--- src/rtl/ct_l2c_sram_arb.sv ---
// Purpose : clears a 4096x144 single-port SRAM after reset, then arbitrates one read and one write requester onto it.
// Latency : requests are granted in the cycle they are presented; read data returns one cycle after grant (two with CT_L2C_SRAM_ARB_OUTREG_EN).
// Backpress: rd_req_rdy/wr_req_rdy stay low until the clear sweep finishes; when both requesters are valid, one is stalled and the turn alternates.
//
// Ports:
//   forever_cpuclk, cpurst_b         clock, asynchronous active-low reset
//   rd_req_vld/addr -> rd_req_rdy    read request handshake (rdy is combinational)
//   wr_req_vld/addr/data/bmask       write request, bmask is a per-bit write enable
//     -> wr_req_rdy
//   rd_data_vld, rd_data             read return, one pulse per granted read, in grant order
//   init_done                        high once every entry has been cleared
//   sram_a/cen/gwen/wen/d, sram_q    SRAM macro pins (cen, gwen and wen are active-low)
// Build option: define CT_L2C_SRAM_ARB_OUTREG_EN to register sram_q before rd_data.
module ct_l2c_sram_arb (
    input  logic         forever_cpuclk,
    input  logic         cpurst_b,
    input  logic         rd_req_vld,
    input  logic [11:0]  rd_req_addr,
    output logic         rd_req_rdy,
    input  logic         wr_req_vld,
    input  logic [11:0]  wr_req_addr,
    input  logic [143:0] wr_req_data,
    input  logic [143:0] wr_req_bmask,
    output logic         wr_req_rdy,
    output logic         rd_data_vld,
    output logic [143:0] rd_data,
    output logic         init_done,
    output logic [11:0]  sram_a,
    output logic         sram_cen,
    output logic         sram_gwen,
    output logic [143:0] sram_wen,
    output logic [143:0] sram_d,
    input  logic [143:0] sram_q
);

    typedef enum logic [1:0] {
        ST_RST  = 2'd0,
        ST_INIT = 2'd1,
        ST_RUN  = 2'd2
    } state_t;

    state_t      state;
    logic [11:0] init_cnt;
    // 1: write wins the next contended cycle, 0: read wins it.
    logic        ptr_wr;
    logic        run;
    logic        contend;
    logic        grant_wr;
    logic        grant_rd;
    logic        rd_vld_d1;

    assign run      = (state == ST_RUN);
    assign contend  = rd_req_vld & wr_req_vld;
    assign grant_wr = run & wr_req_vld & (~rd_req_vld | ptr_wr);
    assign grant_rd = run & rd_req_vld & (~wr_req_vld | ~ptr_wr);

    assign wr_req_rdy = grant_wr;
    assign rd_req_rdy = grant_rd;

    always_ff @(posedge forever_cpuclk or negedge cpurst_b) begin
        if (!cpurst_b) begin
            state     <= ST_RST;
            init_cnt  <= 12'd0;
            init_done <= 1'b0;
            ptr_wr    <= 1'b1;
        end else begin
            case (state)
                ST_RST: begin
                    state <= ST_INIT;
                end
                ST_INIT: begin
                    // Counter parks on the last entry; it never wraps back to 0.
                    if (init_cnt == 12'hFFF) begin
                        state     <= ST_RUN;
                        init_done <= 1'b1;
                    end else begin
                        init_cnt <= init_cnt + 12'd1;
                    end
                end
                ST_RUN: begin
                    // The turn only moves when both sides actually competed.
                    if (contend) begin
                        ptr_wr <= ~grant_wr;
                    end
                end
                default: begin
                    state <= ST_RST;
                end
            endcase
        end
    end

    always_comb begin
        sram_a    = 12'd0;
        sram_cen  = 1'b1;
        sram_gwen = 1'b1;
        sram_wen  = '1;
        sram_d    = '0;
        if (state == ST_INIT) begin
            sram_a    = init_cnt;
            sram_cen  = 1'b0;
            sram_gwen = 1'b0;
            sram_wen  = '0;
        end else if (grant_wr) begin
            sram_a    = wr_req_addr;
            sram_cen  = 1'b0;
            sram_gwen = 1'b0;
            sram_wen  = ~wr_req_bmask;
            sram_d    = wr_req_data;
        end else if (grant_rd) begin
            sram_a    = rd_req_addr;
            sram_cen  = 1'b0;
        end
    end

    // Read return pipeline. Reset clears the valid stages so reads that were
    // in flight when reset hit are never returned.
    always_ff @(posedge forever_cpuclk or negedge cpurst_b) begin
        if (!cpurst_b) begin
            rd_vld_d1 <= 1'b0;
        end else begin
            rd_vld_d1 <= grant_rd;
        end
    end

`ifdef CT_L2C_SRAM_ARB_OUTREG_EN
    logic         rd_vld_d2;
    logic [143:0] rd_data_q;

    always_ff @(posedge forever_cpuclk or negedge cpurst_b) begin
        if (!cpurst_b) begin
            rd_vld_d2 <= 1'b0;
            rd_data_q <= '0;
        end else begin
            rd_vld_d2 <= rd_vld_d1;
            // Capture only real returns so rd_data holds between valid pulses.
            if (rd_vld_d1) begin
                rd_data_q <= sram_q;
            end
        end
    end

    assign rd_data_vld = rd_vld_d2;
    assign rd_data     = rd_data_q;
`else
    assign rd_data_vld = rd_vld_d1;
    // Gate the macro output so rd_data reads as zero outside a return.
    assign rd_data     = rd_vld_d1 ? sram_q : '0;
`endif

endmodule
--- config.mk ---
export PLATFORM = sky130hd
export DESIGN_NAME = ct_l2c_sram_arb
export DESIGN_NICKNAME = d
export VERILOG_FILES = /design/src/rtl/ct_l2c_sram_arb.sv
export SDC_FILE = /design/constraint.sdc
export NUM_CORES = 1
export LEC_CHECK = 0
export BUFFER_PORTS_ARGS = -buffer_cell sky130_fd_sc_hd__buf_2
export CELL_PAD_IN_SITES_DETAIL_PLACEMENT = 0
export CELL_PAD_IN_SITES_GLOBAL_PLACEMENT = 1
export CORE_AREA = 2 2 355 357
export CTS_CLUSTER_DIAMETER = 100
export DETAILED_ROUTE_END_ITERATION = 6
export DIE_AREA = 0 0 357 359
export GPL_ROUTABILITY_DRIVEN = 0
export PLACE_DENSITY = 0.35
export REMOVE_ABC_BUFFERS = 1
export SYNTH_ARGS = -nofsm -noshare
export SYNTH_HDL_FRONTEND = slang
export SYNTH_SLANG_ARGS = --single-unit
--- constraint.sdc ---
create_clock -name forever_cpuclk -period 1.7 [get_ports forever_cpuclk]
set_input_delay 0.085 -clock forever_cpuclk [delete_from_list [all_inputs] [get_ports forever_cpuclk]]
set_output_delay 0.085 -clock forever_cpuclk [all_outputs]
set_load 0.01 [all_outputs]
### Word-level counts from Yosys, hierarchy flattened

Cells that the tools add are included.

| cells by class | value |
|---|---|
| reductions and logical operators | 5 |
| bitwise operators | 14 |
| mux-type cells | 15 |
| shifts and indexed selects | 0 |
| div/mod/pow operators | 0 |
| magnitude comparators | 0 |
| eq/ne operators | 4 |
| multipliers | 0 |
| $add $sub $neg | 1 |

Operators by type and width:

| kind | count |
|---|---|
| $mux 144 | 5 |
| $not 144->144 | 1 |
| $mux 12 | 3 |
| $add 12x1->12 const B | 1 |
| $eq 12x12->1 const B | 1 |
| $reduce_and 2->1 | 4 |
| $not 1->1 | 6 |
| $pmux 2 s3 | 1 |
| $and 1x1->1 | 5 |
| $mux 1 | 5 |
| $eq 2x1->1 const B | 1 |
| $eq 2x2->1 const B | 1 |
| $logic_not 2->1 | 1 |
| $mux 2 | 1 |
| $ne 2x2->1 const B | 1 |
| $or 1x1->1 | 2 |

| storage, ports and cells | value |
|---|---|
| bits in latches | 0 |
| memories | 0 |
| word-level logic and storage cells | 44 |
| flip-flop bits (word level) | 17 |
| bits in read-only memories | 0 |
| RAM bits | 0 |
| output and inout bits | 450 |

### Depth between registers and ports, before layout

| logic depth | value |
|---|---|
| word-level depth | 6 |
| mapped depth | 6 |

### Least setup slack after synthesis

Ideal clock, no wire load.

| timing path | value |
|---|---|
| path kind | register to register |
| start | register init_cnt[0] |
| end | register init_cnt[10] |
| library setup time | 0.128 ns |
| data required time | 1.572 ns |
| path slack | 0.093 ns |
| cell stages (with the launch flop) | 7 |
| period minus slack after synthesis | 1.607 ns |
| data arrival time | 1.479 ns |
| buffers on the path | 1 |
| cells stage by stage | dfrtp_1 ha_1 and3_1 buf_2 nand2_1 nor3_1 mux2_1 |

| on the way | value |
|---|---|
| longest elaborated chain between the ends | 3 |
| elaborated cells on any way between the ends | 4 |
| those cells by class | add/sub: 1; eq/ne: 1; bitwise: 1; reduce/logical: 1 |

Ends and longest elaborated chain:

| item | RTL line | source |
|---|---|---|
| start, declared | 43 | `logic [11:0] init_cnt;` |
| start signal, assigned | 77 | `init_cnt <= init_cnt + 12'd1;` |
| parallel branches: the longest is 3 deep, another holds $add 12x1->12 | - |  |

Several ways; the timed one is not identified.
A chain may end at the register's enable or synchronous reset.

### Worst setup path in the final report

| timing path | value |
|---|---|
| start | register ptr_wr |
| end | output sram_d[92] |

| on the way | value |
|---|---|
| longest elaborated chain between the ends | 4 |

Ends and longest elaborated chain:

| item | RTL line | source |
|---|---|---|
| start, declared | 45 | `logic ptr_wr;` |
| start signal, assigned | 83 | `ptr_wr <= ~grant_wr;` |
| $or 1x1->1 | 54 | `assign grant_wr = run & wr_req_vld & (~rd_req_vld \| ptr_wr);` |
| $and 1x1->1 | 54 |  |
| $mux 144 | 104 | `end else if (grant_wr) begin` |
| $mux 144 | 99 | `if (state == ST_INIT) begin` |
| end, declared | 32 | `output logic [143:0] sram_d,` |

Every way passes these cells.

==> flow_summary.toml <==
[route]
wl_um = 73700
drt_iter0_drc = 424
dr.pass1.iters = 4
wire_per_inst_um = 23.2
post_drt_via_cell_ratio = 2.65
vias = 8423
drc = 0
postRouteAntennaNets = 0

[floorplanning]
core_area_mm2 = 0.125
start_util_pct = 3.15
die_y_um = 359
rows = 130
die_x_um = 357
ios = 910
die-area_mm2 = 0.128

[finish]
seq_area_um2 = 430
fin_nets = 1969
instances_no_fill = 3179
postLayoutCellArea_mm2 = 0.0113
final_util_pct = 9.04
multi_input_area_mm2 = 0.00313
area_delta_synth_final_pct = 187
drive_gt1_share_pct = 66.0
n_fill_cell = 14878

[yosys]
synth_ff_type = "dfrtp_1"
synthArstFlopShare_pct = 100
syn_avg_cell_area_um2 = 6.57
synth_top_area_share_pct = 46.0
synth_warnings = 0
synth_seq_cells = 17
syn_inst = 598
synth_top_cell_by_area = "and2_1"
synth_cell_types = 38
synth-seq-area-share_pct = 10.9
synth_edf_count = 0
synth.top_cells.by_area = "and2_1 (46%), a21oi_1 (19%), dfrtp_1 (10%)"
synth_area_mm2 = 0.00393

[sta]
fin_crit_sh_pct = 114
finalWorstSetupSlack_ns = -0.238
hold_ws_ns = 0.106
fmax_mhz = 516
grt_setup_unrepaired = "true"
setup_viol = 299
fin_crit_ns = 1.94
slew_headroom_pct = 70.9
slew_viol_final = 0
hold_violations = 0
clock_skew_ns = 0.00217
max_slew.worst_pin.slew_ns = 0.437

[power]
powerDensity_mw_per_mm2 = 141
ir_drop_uv = 407
leakage_nw = 6.62

[place]
port_buffers = 909
place_hpwl_um = 68900
placed_cell_area_mm2 = 0.0108
placed_cells = 3146

[run]
cap_violations = 0

[worst_setup_path]
cp-start-kind = "flop"
crit_fanout = 12
reg2reg_slack_ns = 0.07
r2r_cells = 5
endpoint_kind = "output port"
critical_path_required_ns = 1.62
timing.rr.end = "init_cnt[1]"
r2r_start = "init_cnt[0]"
critical_path_class = "flop to output port"
worstPathArrival_ns = 1.85

[grt]
grt.overflow.total = 0
antenna_found_initial = 126
grt_max_degree = 66
first_global_vias = 8225
grt_use_total_pct = 10.8
grt_pass1_wl_um = 90000

[clock_network]
cts_buffer_depth = 2
cts_buffers = 3
cts.clk_slew.worst_paths_ns = 0.05
cts-root-buf = "clkbuf_16"
insertion_delay_ns = 0.24
cts_tree = "built"
clock_sinks = 17
htreeDepth = 1

[status]
status = "complete, but fails checks"
violations = "negative setup slack"

[worst_hold_path]
hold_path_depth = 3
hold_end = "ptr_wr"
hp-class = "primary input to flop"
hp-start = "wr_req_vld"
-- cell usage in the layout (no fill, tap or decap), types with 2 or more instances in the layout --
cell,n
a21o_1,11
a21oi_1,143
a21oi_2,4
a22o_1,9
a22o_4,2
a31o_2,2
a31oi_1,3
and2_1,288
and4_1,2
buf_12,16
buf_16,4
buf_2,878
buf_4,59
buf_6,15
buf_8,2
clkbuf_16,3
dfrtp_1,15
diode_2,22
mux2_1,2
nand2_1,8
nand3_1,6
nand4_1,2
nor2_1,4
nor2b_4,2
nor3_1,2
xnor2_1,4
xor2_1,3
-- cell usage after synthesis (3+ instances only) --
cell type    n
nand3_1      6
nor2_1       4
dfrtp_1     16
xnor2_1      4
a31oi_1      3
nand2_1      8
a22o_1      11
buf_1        5
a21oi_1    147
xor2_1       3
and2_1     289
buf_2       20
buf_6       14
clkbuf_1    27
a21o_1      11
-- per-layer routing --
| layer | global-route usage [%] | vias up | share of wire (%) |
|---|---|---|---|
| met5 | 0 | - | 0.27 |
| met4 | 1.23 | 30 | 2.6 |
| met3 | 5.53 | 216 | 13 |
| met2 | 16.6 | 703 | 41 |
| met1 | 13.8 | 3671 | 43 |
| li1 | - | 3803 | - |
-- per-stage QoR --
step / power, mW / setup TNS (ns) / setup WS (ns)
2_1_floorplan: 0.420 / -893.43 / -5.51
3_5_place_dp: 1.12 / -0.223 / -0.0904
4_1_cts: 1.62 / -50.67 / -0.245
5_1_grt: 1.68 / -70.44 / -0.315
3_3_place_gp: 1.14 / -0.503 / -0.113
6_report: 1.59 / -42.70 / -0.238
-- state kept, by name, indices dropped and copies added, names as in the netlist --
register,flops
ptr_wr,1
state,2
init_done,1
init_cnt,12
rd_data_vld,1
-- power breakdown --
| group | internal [mW] | switching [mW] |
|---|---|---|
| combinational | 0.377 | 0.340 |
| sequential | 0.405 | 0 |
| clock | 0.318 | 0.153 |
| total | 1.10 | 0.494 |
-- kinds of logic after synthesis --
family / after synthesis / synth area share, %
buf+inv: 72 / 10.7
xor+xnor: 7 / 1.56
fa+ha+maj: 1 / 0.319
mux: 4 / 1.12
flops: 17 / 10.9
compound gates: 175 / 24.5
simple gates: 322 / 50.9
-- final cells by class --
type                       instances  share of cell area, %
clock buffer                       4                  0.700
inverter                           1                 0.0333
sequential                        17                   3.82
timing repair buffer             976                   48.9
antenna                           22                  0.489
tap                             1650                   18.3
multi-input combinational        509                   27.7
-- worst max-delay path by stage --
stage                  start            to  slack [ns]  depth (start not counted)
finish                ptr_wr    sram_d[92]       -0.24                          7
CTS                   ptr_wr    sram_d[92]       -0.25                          7
floorplan           state[1]  init_cnt[10]       -5.51                          4
global placement    state[1]  sram_wen[74]       -0.11                          6
detailed placement  state[1]  sram_wen[74]       -0.09                          6
global route          ptr_wr    sram_d[92]       -0.32                          7
-- timing repair --
item | CTS | global route
endpoints found under the setup margin | 305 | 321
hold buffers | 1 | 0
cloned | 1 | 0
pin swaps | 3 | 0
buffers inserted | 5 | 0
endpoints found under the hold margin | 16 | 0
resized for setup | 46 | 13
-- critical path, cell delays in order (launching register included) --
cell,delay (ns)
dfstp_2,0.52
nand2b_1,0.10
and3_4,0.21
buf_12,0.17
buf_8,0.18
buf_4,0.12
and2_1,0.13
buf_2,0.13
Note: power is estimated with default switching activity, not from simulation.
